## src/rtl/joypad_debounce.sv

```systemverilog
// Purpose: synchronize and debounce eight active-low joypad pins into an active-high key vector plus edge pulses.
// Latency: a pin change held stable is visible on key/pressed/released STABLE_TICKS+3 clk edges after it is first sampled.
// Backpressure: none; pins are sampled every cycle and outputs are free-running, with no flow control.
module joypad_debounce #(
    parameter int unsigned STABLE_TICKS   = 50000,
    parameter bit          BLOCK_OPPOSING = 1'b0
) (
    input  logic       clk,
    input  logic       rst,
    input  logic [7:0] joy_n,
    output logic [7:0] key,
    output logic [7:0] pressed,
    output logic [7:0] released,
    output logic       any_press
);

    // Bit positions in the core's key order {down, up, left, right, start, select, b, a}.
    localparam int unsigned BIT_DOWN  = 7;
    localparam int unsigned BIT_UP    = 6;
    localparam int unsigned BIT_LEFT  = 5;
    localparam int unsigned BIT_RIGHT = 4;

    // Counter only needs to reach STABLE_TICKS-1, so it can never wrap.
    localparam int unsigned      CNT_W    = $clog2(STABLE_TICKS + 1);
    localparam logic [CNT_W-1:0] CNT_LAST = CNT_W'(STABLE_TICKS - 1);
    localparam logic [CNT_W-1:0] CNT_ONE  = CNT_W'(1);

    logic [7:0]       s1;
    logic [7:0]       s2;
    logic [7:0]       raw;
    logic [7:0]       deb;
    logic [7:0]       deb_nxt;
    logic [7:0]       key_nxt;
    logic [7:0]       press_nxt;
    logic [7:0]       release_nxt;
    logic [CNT_W-1:0] cnt     [8];
    logic [CNT_W-1:0] cnt_nxt [8];

    // Two-flop synchronizer; resets to all-ones so every button starts released.
    always_ff @(posedge clk) begin
        if (rst) begin
            s1 <= 8'hFF;
            s2 <= 8'hFF;
        end else begin
            s1 <= joy_n;
            s2 <= s1;
        end
    end

    // Pins are active-low; the debouncer works on the pressed sense.
    assign raw = ~s2;

    // Per-bit stability counter: any agreement clears it, a full run of disagreement flips deb.
    always_comb begin
        deb_nxt = deb;
        for (int i = 0; i < 8; i++) begin
            cnt_nxt[i] = '0;
            if (raw[i] != deb[i]) begin
                if (cnt[i] == CNT_LAST) begin
                    deb_nxt[i] = raw[i];
                end else begin
                    cnt_nxt[i] = cnt[i] + CNT_ONE;
                end
            end
        end
    end

    // Debounced state and counters; reset discards any count in progress.
    always_ff @(posedge clk) begin
        if (rst) begin
            deb <= 8'h00;
            for (int i = 0; i < 8; i++) begin
                cnt[i] <= '0;
            end
        end else begin
            deb <= deb_nxt;
            for (int i = 0; i < 8; i++) begin
                cnt[i] <= cnt_nxt[i];
            end
        end
    end

    // Optional masking of physically impossible direction pairs before they reach the core.
    always_comb begin
        key_nxt = deb;
        if (BLOCK_OPPOSING) begin
            if (deb[BIT_DOWN] && deb[BIT_UP]) begin
                key_nxt[BIT_DOWN] = 1'b0;
                key_nxt[BIT_UP]   = 1'b0;
            end
            if (deb[BIT_LEFT] && deb[BIT_RIGHT]) begin
                key_nxt[BIT_LEFT]  = 1'b0;
                key_nxt[BIT_RIGHT] = 1'b0;
            end
        end
    end

    // Edges are taken between the value about to be registered and the current key, which plays the
    // role of the delayed copy; registering the result lines pulses up with the first cycle key changes.
    always_comb begin
        press_nxt   = key_nxt & ~key;
        release_nxt = ~key_nxt & key;
    end

    // Registered key and edge pulses; reset forces everything low and produces no pulse of its own.
    always_ff @(posedge clk) begin
        if (rst) begin
            key       <= 8'h00;
            pressed   <= 8'h00;
            released  <= 8'h00;
            any_press <= 1'b0;
        end else begin
            key       <= key_nxt;
            pressed   <= press_nxt;
            released  <= release_nxt;
            any_press <= |press_nxt;
        end
    end

endmodule
```

## config.mk

```make
export PLATFORM = sky130hd
export DESIGN_NAME = joypad_debounce
export DESIGN_NICKNAME = d
export VERILOG_FILES = /design/src/rtl/joypad_debounce.sv
export SDC_FILE = /design/constraint.sdc
export NUM_CORES = 1
export LEC_CHECK = 0
export CORE_ASPECT_RATIO = 1.5
export CORE_MARGIN = 2
export CORE_UTILIZATION = 63
export DETAILED_ROUTE_END_ITERATION = 16
export PLACE_DENSITY_LB_ADDON = 0.25
export SYNTH_ARGS = -nofsm -noshare
export SYNTH_HDL_FRONTEND = slang
export SYNTH_SLANG_ARGS = --single-unit
```

## constraint.sdc

```tcl
create_clock -name clk -period 5.9 [get_ports clk]
set_clock_uncertainty 0.1 [all_clocks]
set_input_delay 0.885 -clock clk [delete_from_list [all_inputs] [get_ports clk]]
set_output_delay 0.885 -clock clk [all_outputs]
set_load 0.005 [all_outputs]
```

==> results by group <==
Global routing
  • First-pass GRT wire length: 23800 um
  • Vias in the first global route: 5523
  • Tot GR Track Use: 23.5%
  • GRT Residual Overflow: 0
  • Largest net degree at the start of global routing: 61
  • Antenna violations before repair: 0

Place
  • Input/output buffers: 34
  • DP HPWL: 9140 um
  • Cells after DPL: 943
  • Routability Congestion: 0.816

Finish
  • Share of layout cells above drive strength 1: 6.64%
  • Area delta synth->final: 13.7%
  • Fill cells: 835
  • Nets: 833
  • Final non-filler cell total: 975
  • Antenna cells: 0

Synthesis
  • Post-synthesis area per instance: 9.13 um^2
  • Largest area contributor in the netlist: dfxtp_1
  • Number of synthesized flops with an enable pin: 0
  • YS warnings: 0
  • Seq/Total Area, Yosys: a little under 50%
  • FF+latch count, synth: 177
  • Post-synthesis cell count: 781
  • Synth top area cells: dfxtp_1, xnor2_1, nor2_1, nor3_1, nand3_1
  • Mapped Area: about 7000 um^2
  • Yosys top cell area share: between 40% and 50%
  • Post-synth ARST share: 0%
  • Distinct cells, synth: 44
  • Most used DFF post-synth: dfxtp_1
  • Net Count, Synth: 799

Run
  • Max_cap viols: 0

Power
  • Peak VDD IR: 0.265 mV
  • Pwr dens: 285 nW/um^2
  • Total power: 2310 uW
  • LEAKAGE: 0.00243 uW

Clocking
  • CTS tree: built
  • Post-CTS sizing: 0
  • CTS Sinks: 177
  • Post-CTS Setup Bufs: 0
  • Worst skew pair latency: 0.42 ns
  • H-tree Lvls: 4
  • Root Driver: clkbuf_16
  • Total CTS buffers: 17
  • Clock buffer depth: 2
  • Clock slew at reported path FFs: 0.06 ns
  • Cts hold-fix bufs: 0

Run status
  • Status: completed

Floorplanning
  • Core area: 11100 um^2
  • Chip Width: just over 90 um
  • Die area: 12200 um^2
  • Initial Util: 64.5%
  • Die height: 134 um
  • I/O Pins: 35
  • FP Rows: 47

STA
  • Slew HR: 40.0%
  • Unrepaired setup endpoints after global routing: false
  • Highest clock rate: around 0.43 GHz
  • Fin. Hold Viols: 0
  • Worst-margin pin slew: between 0.8 and 0.9 ns
  • Setup tns final: 0 ns
  • Minimum clock period: about 2.4 ns
  • Max-slew violation count: 0
  • Final setup vio count: 0
  • Tcrit/Tclk final: 39.9%

Hold path
  • Hold Path Depth: 1
  • Hold path start: s1[1]
  • Hold Path Class: reg2reg

Setup path
  • CP Launch Type: flip-flop
  • Critical path class: reg2reg
  • Critical path's slowest cell: or4b_2
  • Worst Setup End Kind: flip-flop
  • Critical Path Fanout Max: 16
  • Reg2Reg Launch Point: cnt[0][45]
  • Critical Path AT: 2.53 ns
  • First element of the critical path: cnt[0][45]
  • Reg2reg path depth: 4
  • Critical-path cell list: or4b_2, nor4_2, or3_1, nor2_1
  • Critical path's largest stage delay: 0.72 ns
  • Data required, critical path: 6.08 ns

Routing
  • # DRC: 0
  • Drt first pass iters: 5
  • Routed wire length: ~14000 um
  • DR vias/cell: between 5 and 6
  • Post-DR wirelength/cell: 14.0 um
  • Via count: ~5500
  • Initial DRC Count: 164
  • ANT nets after route: 0
critical path, delay by kind of cell (launching register included):
kind,cells,cell delay (ns)
DFF,1,0.36
and+or+nand+nor,4,1.75
final timing paths:
kind / to / slack, ns
setup / recovery: cnt[0][39] / 3.55
hold / removal: s2[1] / 0.31
setup reg to reg: cnt[0][39] / 3.55
hold reg to reg: s2[1] / 0.31
cells by family after synthesis:
kind of cell / Yosys count / share of synthesized area [%]
mux: 2 / 0.298
flops: 177 / 49.7
xor+xnor: 116 / 14.2
simple gates: 411 / 29.7
fa+ha+maj: 8 / 1.40
compound gates: 17 / 1.53
buf+inv: 50 / 3.14
power breakdown:
part           internal [uW]  switching, uW  total, uW  leakage (uW)
combinational           10.6           15.5       26.1      0.000721
sequential              1200           3.82       1210       0.00143
clock                    633            447       1080      0.000282
total                   1850            466       2310       0.00243
cell usage in the layout (no fill, tap or decap), drive strengths merged, types with 22 or more instances in the layout:
cell type / n
dfxtp: 177
nor2: 153
xnor2: 94
nor3: 41
nand3: 40
nand2: 36
clkdlybuf4s50: 33
nor4: 32
inv: 31
nand4: 30
xor2: 22
or2: 22
clkbuf: 22
metal layers:
layer	routed length (um)	share of wire, %	vias to the layer above	global-route usage [%]
met4	206	1.5	0	7.66
li1	-	-	2725	-
met5	0	0	-	0
met1	5560	41	2595	25.3
met3	490	3.6	27	5.00
met2	7430	54	117	45.1
layout make-up:
cell class | count | area [um^2] | share of cell area (%)
tap | 147 | 184 | 2.27
inverter | 31 | 116 | 1.43
clock buffer | 22 | 454 | 5.60
clock inverter | 10 | 111 | 1.37
timing repair buffer | 34 | 335 | 4.13
sequential | 177 | 3540 | 43.7
multi-input combinational | 554 | 3370 | 41.5
sequential cells by signal, indices dropped and copies added, names as in the netlist:
| name | count |
|---|---|
| cnt | 128 |
| deb | 8 |
| key | 8 |
| pressed | 8 |
| released | 8 |
| s1 | 8 |
| s2 | 8 |
| any_press | 1 |
per-stage QoR:
stage / cell area (um^2) / util, % / hold WS (ns) / setup WS [ns]
2_1_floorplan: 7130 / - / 0.289 / 3.92
3_3_place_gp: 7550 / 68.3 / 0.293 / 3.45
3_5_place_dp: 7550 / 68.3 / 0.295 / 3.39
4_1_cts: 8110 / 73.4 / 0.308 / 3.53
5_1_grt: 8110 / 73.4 / 0.314 / 3.48
6_report: 8110 / 73.4 / 0.306 / 3.55
synthesized netlist by cell type, types with 7 or more instances:
cell type and number:
nor3_1 41, nor4_1 31, or4bb_1 8, nand2_1 35, clkbuf_1 9, nand4_1 30
xor2_1 22, nor3b_1 8, or2_2 19, xnor2_1 94, ha_1 8, and3_1 7
dfxtp_1 177, nor2_1 153, nand3_1 40, inv_1 31
No activity file was read; power rests on OpenSTA's default activity.
